$ cat src/rtl/pmci_vdm_tx_pkg.sv
// Shared constants and state encoding for the PMCI VDM transmit scheduler.
package pmci_vdm_tx_pkg;

  localparam int unsigned FCR_TX_BUSY   = 0;
  localparam int unsigned FCR_TX_FLUSH  = 30;
  localparam int unsigned FCR_TX_COMMIT = 31;

  localparam logic [20:0] DEF_FCR_ADDR = 21'h082000;
  localparam logic [20:0] DEF_PDR_ADDR = 21'h082008;

  typedef enum logic [2:0] {
    IDLE,
    POLL_RD,
    POLL_WAIT,
    DATA,
    DRAIN,
    COMMIT,
    FLUSH
  } state_t;

  function automatic logic [31:0] fcr_commit_word(input logic [15:0] cnt);
    logic [31:0] w;
    w = '0;
    w[FCR_TX_COMMIT] = 1'b1;
    w[15:0] = cnt;
    return w;
  endfunction

  function automatic logic [31:0] fcr_flush_word();
    logic [31:0] w;
    w = '0;
    w[FCR_TX_FLUSH] = 1'b1;
    return w;
  endfunction

endpackage

$ cat src/rtl/pmci_vdm_rr_arb.sv
// Combinational round-robin arbiter: first requester at or after ptr wins.
module pmci_vdm_rr_arb #(
  parameter int unsigned NUM_REQ = 2,
  parameter int unsigned IW      = $clog2(NUM_REQ)
) (
  input  logic [NUM_REQ-1:0] req,
  input  logic [IW-1:0]      ptr,
  output logic [NUM_REQ-1:0] grant,
  output logic [IW-1:0]      idx
);

  always_comb begin
    int unsigned k;
    logic found;
    grant = '0;
    idx   = '0;
    found = 1'b0;
    k     = 0;
    for (int unsigned i = 0; i < NUM_REQ; i++) begin
      k = (32'(ptr) + i) % NUM_REQ;
      if (!found && req[k]) begin
        found    = 1'b1;
        grant[k] = 1'b1;
        idx      = IW'(k);
      end
    end
  end

endmodule

$ cat src/rtl/pmci_vdm_tx_sched.sv
// Arbitrates VDM packet sources and pushes each packet through the PMCI
// FCR/PDR register pair over an AVMM master (poll idle, write DWORDs, commit).
module pmci_vdm_tx_sched
  import pmci_vdm_tx_pkg::*;
#(
  parameter int unsigned       NUM_REQ  = 2,
  parameter int unsigned       ADDR_W   = 21,
  parameter logic [ADDR_W-1:0] FCR_ADDR = ADDR_W'(DEF_FCR_ADDR),
  parameter logic [ADDR_W-1:0] PDR_ADDR = ADDR_W'(DEF_PDR_ADDR),
  parameter int unsigned       MAX_DW   = 16,
  parameter int unsigned       POLL_MAX = 1024
) (
  input  logic                       clk,
  input  logic                       rst_n,
  input  logic                       enable,
  input  logic [NUM_REQ-1:0]         req_valid,
  input  logic [NUM_REQ-1:0]         req_sop,
  input  logic [NUM_REQ-1:0]         req_eop,
  input  logic [NUM_REQ*32-1:0]      req_data,
  output logic [NUM_REQ-1:0]         req_ready,
  output logic [ADDR_W-1:0]          avmm_address,
  output logic                       avmm_write,
  output logic [31:0]                avmm_writedata,
  output logic                       avmm_read,
  input  logic                       avmm_waitrequest,
  input  logic [31:0]                avmm_readdata,
  input  logic                       avmm_readdatavalid,
  output logic                       busy,
  output logic [$clog2(NUM_REQ)-1:0] grant_id,
  output logic                       pkt_done,
  output logic                       err_timeout,
  output logic                       err_oversize,
  output logic                       err_proto
);

  localparam int unsigned GW = $clog2(NUM_REQ);
  localparam int unsigned PW = $clog2(POLL_MAX + 1);

  state_t               state, state_nx;
  logic [GW-1:0]        rr_ptr, rr_next, arb_idx;
  logic [NUM_REQ-1:0]   arb_req, arb_grant;
  logic [PW-1:0]        poll_cnt;
  logic [15:0]          dw_cnt;
  logic                 wr_pending, wr_last;
  logic [31:0]          wr_data, g_data;
  logic                 g_valid, g_eop, grant_now, data_acc, over, poll_last;
  logic                 rd_busy, wr_done, rd_unused;

  pmci_vdm_rr_arb #(.NUM_REQ(NUM_REQ), .IW(GW)) u_arb (
    .req   (arb_req),
    .ptr   (rr_ptr),
    .grant (arb_grant),
    .idx   (arb_idx)
  );

  assign arb_req   = req_valid & req_sop;
  assign grant_now = (state == IDLE) && enable && (|arb_grant);
  assign g_valid   = req_valid[grant_id];
  assign g_eop     = req_eop[grant_id];
  assign g_data    = req_data[32*grant_id +: 32];
  assign data_acc  = (state == DATA) && g_valid && !wr_pending;
  assign over      = dw_cnt >= 16'(MAX_DW);
  assign poll_last = poll_cnt == PW'(POLL_MAX - 1);
  assign rd_busy   = avmm_readdata[FCR_TX_BUSY];
  assign rd_unused = ^avmm_readdata;
  assign wr_done   = wr_pending && !avmm_waitrequest;
  assign rr_next   = (32'(grant_id) == NUM_REQ - 1) ? '0 : grant_id + 1'b1;
  assign busy      = state != IDLE;

  always_ff @(posedge clk or negedge rst_n) begin
    if (!rst_n) state <= IDLE;
    else        state <= state_nx;
  end

  always_comb begin
    state_nx       = state;
    req_ready      = '0;
    avmm_address   = '0;
    avmm_write     = 1'b0;
    avmm_writedata = '0;
    avmm_read      = 1'b0;
    case (state)
      IDLE: begin
        req_ready = req_valid & ~req_sop;
        if (grant_now) state_nx = POLL_RD;
      end
      POLL_RD: begin
        avmm_read    = 1'b1;
        avmm_address = FCR_ADDR;
        if (!avmm_waitrequest) state_nx = POLL_WAIT;
      end
      POLL_WAIT: begin
        if (avmm_readdatavalid) begin
          if (!rd_busy)       state_nx = DATA;
          else if (poll_last) state_nx = DRAIN;
          else                state_nx = POLL_RD;
        end
      end
      DATA: begin
        req_ready[grant_id] = !wr_pending;
        avmm_write          = wr_pending;
        avmm_address        = PDR_ADDR;
        avmm_writedata      = wr_data;
        if (wr_done && wr_last) state_nx = COMMIT;
        // An overflowing beat is never written, so it can share this cycle only with an idle write path.
        if (data_acc && over) state_nx = g_eop ? FLUSH : DRAIN;
      end
      DRAIN: begin
        req_ready[grant_id] = 1'b1;
        if (g_valid && g_eop) state_nx = FLUSH;
      end
      COMMIT: begin
        avmm_write     = 1'b1;
        avmm_address   = FCR_ADDR;
        avmm_writedata = fcr_commit_word(dw_cnt);
        if (!avmm_waitrequest) state_nx = IDLE;
      end
      FLUSH: begin
        avmm_write     = 1'b1;
        avmm_address   = FCR_ADDR;
        avmm_writedata = fcr_flush_word();
        if (!avmm_waitrequest) state_nx = IDLE;
      end
      default: state_nx = IDLE;
    endcase
  end

  always_ff @(posedge clk or negedge rst_n) begin
    if (!rst_n) begin
      rr_ptr       <= '0;
      grant_id     <= '0;
      poll_cnt     <= '0;
      dw_cnt       <= '0;
      wr_pending   <= 1'b0;
      wr_last      <= 1'b0;
      wr_data      <= '0;
      pkt_done     <= 1'b0;
      err_timeout  <= 1'b0;
      err_oversize <= 1'b0;
      err_proto    <= 1'b0;
    end else begin
      pkt_done     <= 1'b0;
      err_timeout  <= 1'b0;
      err_oversize <= 1'b0;
      err_proto    <= (state == IDLE) && (|(req_valid & ~req_sop));
      case (state)
        IDLE: if (grant_now) grant_id <= arb_idx;
        POLL_WAIT: begin
          if (avmm_readdatavalid) begin
            if (!rd_busy) begin
              poll_cnt <= '0;
            end else if (poll_last) begin
              poll_cnt    <= '0;
              err_timeout <= 1'b1;
            end else begin
              poll_cnt <= poll_cnt + 1'b1;
            end
          end
        end
        DATA: begin
          if (wr_done) wr_pending <= 1'b0;
          if (data_acc) begin
            if (over) begin
              err_oversize <= 1'b1;
            end else begin
              dw_cnt     <= dw_cnt + 16'd1;
              wr_data    <= g_data;
              wr_pending <= 1'b1;
              wr_last    <= g_eop;
            end
          end
        end
        COMMIT: begin
          if (!avmm_waitrequest) begin
            pkt_done <= 1'b1;
            rr_ptr   <= rr_next;
            dw_cnt   <= '0;
            wr_last  <= 1'b0;
          end
        end
        FLUSH: begin
          if (!avmm_waitrequest) begin
            rr_ptr  <= rr_next;
            dw_cnt  <= '0;
            wr_last <= 1'b0;
          end
        end
        default: ;
      endcase
    end
  end

endmodule

$ cat config.mk
export PLATFORM = sky130hd
export DESIGN_NAME = pmci_vdm_tx_sched
export DESIGN_NICKNAME = d
export VERILOG_FILES = /design/src/rtl/pmci_vdm_tx_pkg.sv /design/src/rtl/pmci_vdm_rr_arb.sv /design/src/rtl/pmci_vdm_tx_sched.sv
export SDC_FILE = /design/constraint.sdc
export NUM_CORES = 1
export LEC_CHECK = 0
export CORE_MARGIN = 5
export CORE_UTILIZATION = 46
export CTS_CLUSTER_SIZE = 12
export DETAILED_ROUTE_END_ITERATION = 7
export GPL_ROUTABILITY_DRIVEN = 0
export HOLD_SLACK_MARGIN = 0.1
export PLACE_DENSITY_LB_ADDON = 0.15
export SLEW_MARGIN = 20
export SYNTH_ARGS = -nofsm -noshare
export SYNTH_HDL_FRONTEND = slang
export SYNTH_SLANG_ARGS = --single-unit
$ cat constraint.sdc
create_clock -name clk -period 3.6 [get_ports clk]
set_input_delay 0.36 -clock clk [delete_from_list [all_inputs] [get_ports clk]]
set_output_delay 0.36 -clock clk [all_outputs]
set_load 0.01 [all_outputs]
==> results.yml <==
yosys:
  synthCells: 417
  yosysSeqAreaShare: 0.4411
  yosys.area.top_type: "dfrtp_1"
  syn_area_mm2: 0.003971
  ys_seq_elements: 70
  yosysUniqueCellTypes: 53
  async_flop_share: 1.000
  yosys_warnings: 0
  yosys-top-cells-area: "dfrtp_1 (44%), mux2i_1 (9.3%), a21oi_1 (8.4%)"
  synth_largest_type_area_fraction: 0.4411
  synth_edf_count: 0
  synthFlopType: "dfrtp_1"
  syn_area_per_cell_um2: 9.524
worst_setup_path:
  slowest_stage: "dfrtp_1"
  start_kind: "flip-flop"
  rrSetupSlack_ps: 1050
  slowest_delay_ps: 620
  crit_fanout: 26
  path_cells: "nand3b_1 -> inv_1 -> buf_4 -> a22o_1 -> clkdlybuf4s50_1"
  criticalPathCategory: "flip-flop to output port"
  worst_r2r_endpoint: "dw_cnt[1]"
  cp-endpoint: "avmm_writedata[14]"
  reg2reg_from: "state[0]"
  crit_path_end_kind: "output port"
  cp_data_required_time_ps: 3240
  crit_path_start: "state[0]"
  r2r_cells: 4
  arrival_ps: 2770
layout:
  regArea_mm2: 0.001753
  antenna_cells: 0
  fillers: 670
  fin_cells: 630
  multi_input_area_mm2: 0.001991
  area_delta_synth_final_pct: 35.10
  drive_gt1_frac: 0.06095
  nNetsFinal: 630
sta:
  fin_skew_ps: 12.96
  min_period_over_period: 0.8682
  finalHoldViolCount: 0
  setup_viol: 0
  tightest_slew_ps: 932.2
  fmax_mhz: 320.0
  setup_tns_ps: 0
  period_needed_ps: 3125
  maxSlewViolCount: 0
  relSlewSlack: 0.3701
  rsz0062_at_grt: "false"
clocking:
  cts.sink_count: 70
  cts_tree: "yes"
  ctsResizeCount: 0
  ctsHoldBuffers: 0
  cts_root_buffer: "clkbuf_8"
  clock_latency_ps: 330
  post_cts_buffers: 0
  cts_buffer_depth: 2
  cts_buffers: 9
  htreeDepth: 3
  clkTransAtPathRegs_ps: 80
floorplan:
  die_h_um: 102.9
  fp.dieW_um: 102.9
  initial_core_util: 0.4785
  rows: 33
  core_area_mm2: 0.008299
  num_io_pins: 170
  fp.dieArea_mm2: 0.01059
drt:
  wl_per_cell_um: 16.87
  vias: 3540
  detail-route-antenna-nets: 0
  firstDrtPassIters: 5
  drc: 0
  drt_iter0_drc: 187
  vias_per_cell: 5.619
  routed_wl_um: 10630
power_and_ir_drop:
  power-per-cell-area_mw_per_mm2: 627.3
  leakage_nw: 2.333
  peakVddDrop_uv: 326.7
global_routing:
  antenna_found_initial: 0
  grt_usage: 0.1997
  grt-ovfl-total: 0
  grt_pass1_wl_um: 16760
  grt_pass1_vias: 3480
  grt_max_degree: 42
placement:
  io_buffer_count: 120
  dp.cells: 614
  hpwl_um: 7527
status:
  outcome: "finished, final reports clean"
hold_path:
  min_path_type: "input pin to asynchronous set/reset pin"
job:
  drv_cap: 0
==> metal layers <==
layer / share of wire / track usage
met2: 0.48 / 0.3103
met3: 0.081 / 0.05007
met5: 0 / 0
met4: 0.015 / 0.06972
met1: 0.42 / 0.2723
==> final cells by class <==
cell class / instances / area share
clock inverter: 3 / 0.007463
multi-input combinational: 305 / 0.3710
sequential: 70 / 0.3267
inverter: 8 / 0.005597
timing repair buffer: 126 / 0.2313
tap: 105 / 0.02449
clock buffer: 13 / 0.03335
==> state kept, by name, indices dropped and copies added, names as in the netlist, 3 cells and up <==
register / flops
wr_data: 32
dw_cnt: 16
state: 3
poll_cnt: 11
==> through the flow <==
| stage | hold slack [ps] | utilization | setup WS [ps] | total power, mW | instance area [um^2] |
|---|---|---|---|---|---|
| 4_1_cts | 136.5 | 0.6465 | 475.9 | 3.394 | 5365 |
| 6_report | 117.2 | 0.6465 | 474.6 | 3.366 | 5365 |
| 3_3_place_gp | 462.0 | 0.6201 | 901.9 | 2.645 | 5146 |
| 2_1_floorplan | 64.41 | - | 1643 | 2.159 | 4035 |
| 5_1_grt | 177.8 | 0.6465 | 299.8 | 3.596 | 5365 |
| 3_5_place_dp | 477.2 | 0.6201 | 877.9 | 2.693 | 5146 |
==> power by group <==
| group | internal (mW) | switching, mW |
|---|---|---|
| sequential | 1.05 | 0.220 |
| combinational | 0.714 | 0.698 |
| clock | 0.394 | 0.286 |
| total | 2.16 | 1.20 |
==> worst min-delay path by stage <==
| stage | from | endpoint | cells after the start | slack [ps] |
|---|---|---|---|---|
| floorplan | rst_n | dw_cnt[0] | 0 | 60 |
| global route | rst_n | poll_cnt[9] | 1 | 180 |
| finish | rst_n | poll_cnt[3] | 1 | 120 |
| CTS | rst_n | poll_cnt[1] | 1 | 140 |
| detailed placement | rr_ptr | rr_ptr | 2 | 480 |
| global placement | rr_ptr | rr_ptr | 2 | 460 |
==> critical path, delay by kind of cell (launching register included) <==
family / cells / cell delay [ps]
AOI/OAI and AO/OA: 1 / 190
buffers and inverters: 3 / 1270
DFF: 1 / 620
and+or+nand+nor: 1 / 350
==> cell usage after synthesis (2+ instances only) <==
| cell type | count |
|---|---|
| a21oi_1 | 67 |
| nor3b_1 | 2 |
| inv_1 | 8 |
| or4_1 | 2 |
| a31oi_1 | 3 |
| nand4_1 | 3 |
| dfrtp_1 | 70 |
| o22ai_1 | 3 |
| o21ai_0 | 16 |
| mux2i_1 | 37 |
| a21o_1 | 3 |
| nor4_1 | 3 |
| nand3_1 | 9 |
| and3_1 | 3 |
| a32o_1 | 2 |
| o31ai_1 | 3 |
| nand3b_1 | 3 |
| or3_1 | 4 |
| buf_4 | 19 |
| ha_1 | 3 |
| and4_1 | 2 |
| o211ai_1 | 3 |
| a41oi_1 | 3 |
| nor2b_1 | 2 |
| clkbuf_1 | 28 |
| buf_2 | 3 |
| and2_1 | 27 |
| nand2b_1 | 6 |
| a22o_1 | 21 |
| or4_4 | 2 |
| a2bb2oi_1 | 2 |
| or2_2 | 2 |
| nor3_1 | 2 |
| nor2_1 | 6 |
| nand2_1 | 27 |
==> cells by family (layout without fill, tap and decap cells) <==
logic type / count (synthesis) / in the layout / synth area share
muxes: 38 / 38 / 0.09609
other: 1 / 18 / 0.0009443
adders and majority gates: 3 / 3 / 0.009453
buffers and inverters: 59 / 150 / 0.07656
DFF: 70 / 70 / 0.4411
xor gates and xnor gates: 2 / 2 / 0.004412
AOI/OAI and AO/OA: 134 / 134 / 0.2111
and+or+nand+nor: 110 / 110 / 0.1604
==> layout by cell type (no fill, tap or decap), drive strengths merged, types with 4 or more instances in the layout <==
cell type	n
clkbuf	13
or4	4
mux2i	37
conb	18
clkdlybuf4s50	119
a22o	21
a21oi	67
and2	27
nand3	9
or3	4
nor2	7
nand2	27
o21ai	16
buf	7
dfrtp	70
nand2b	6
inv	8
Power figures use the tool's default switching activity.
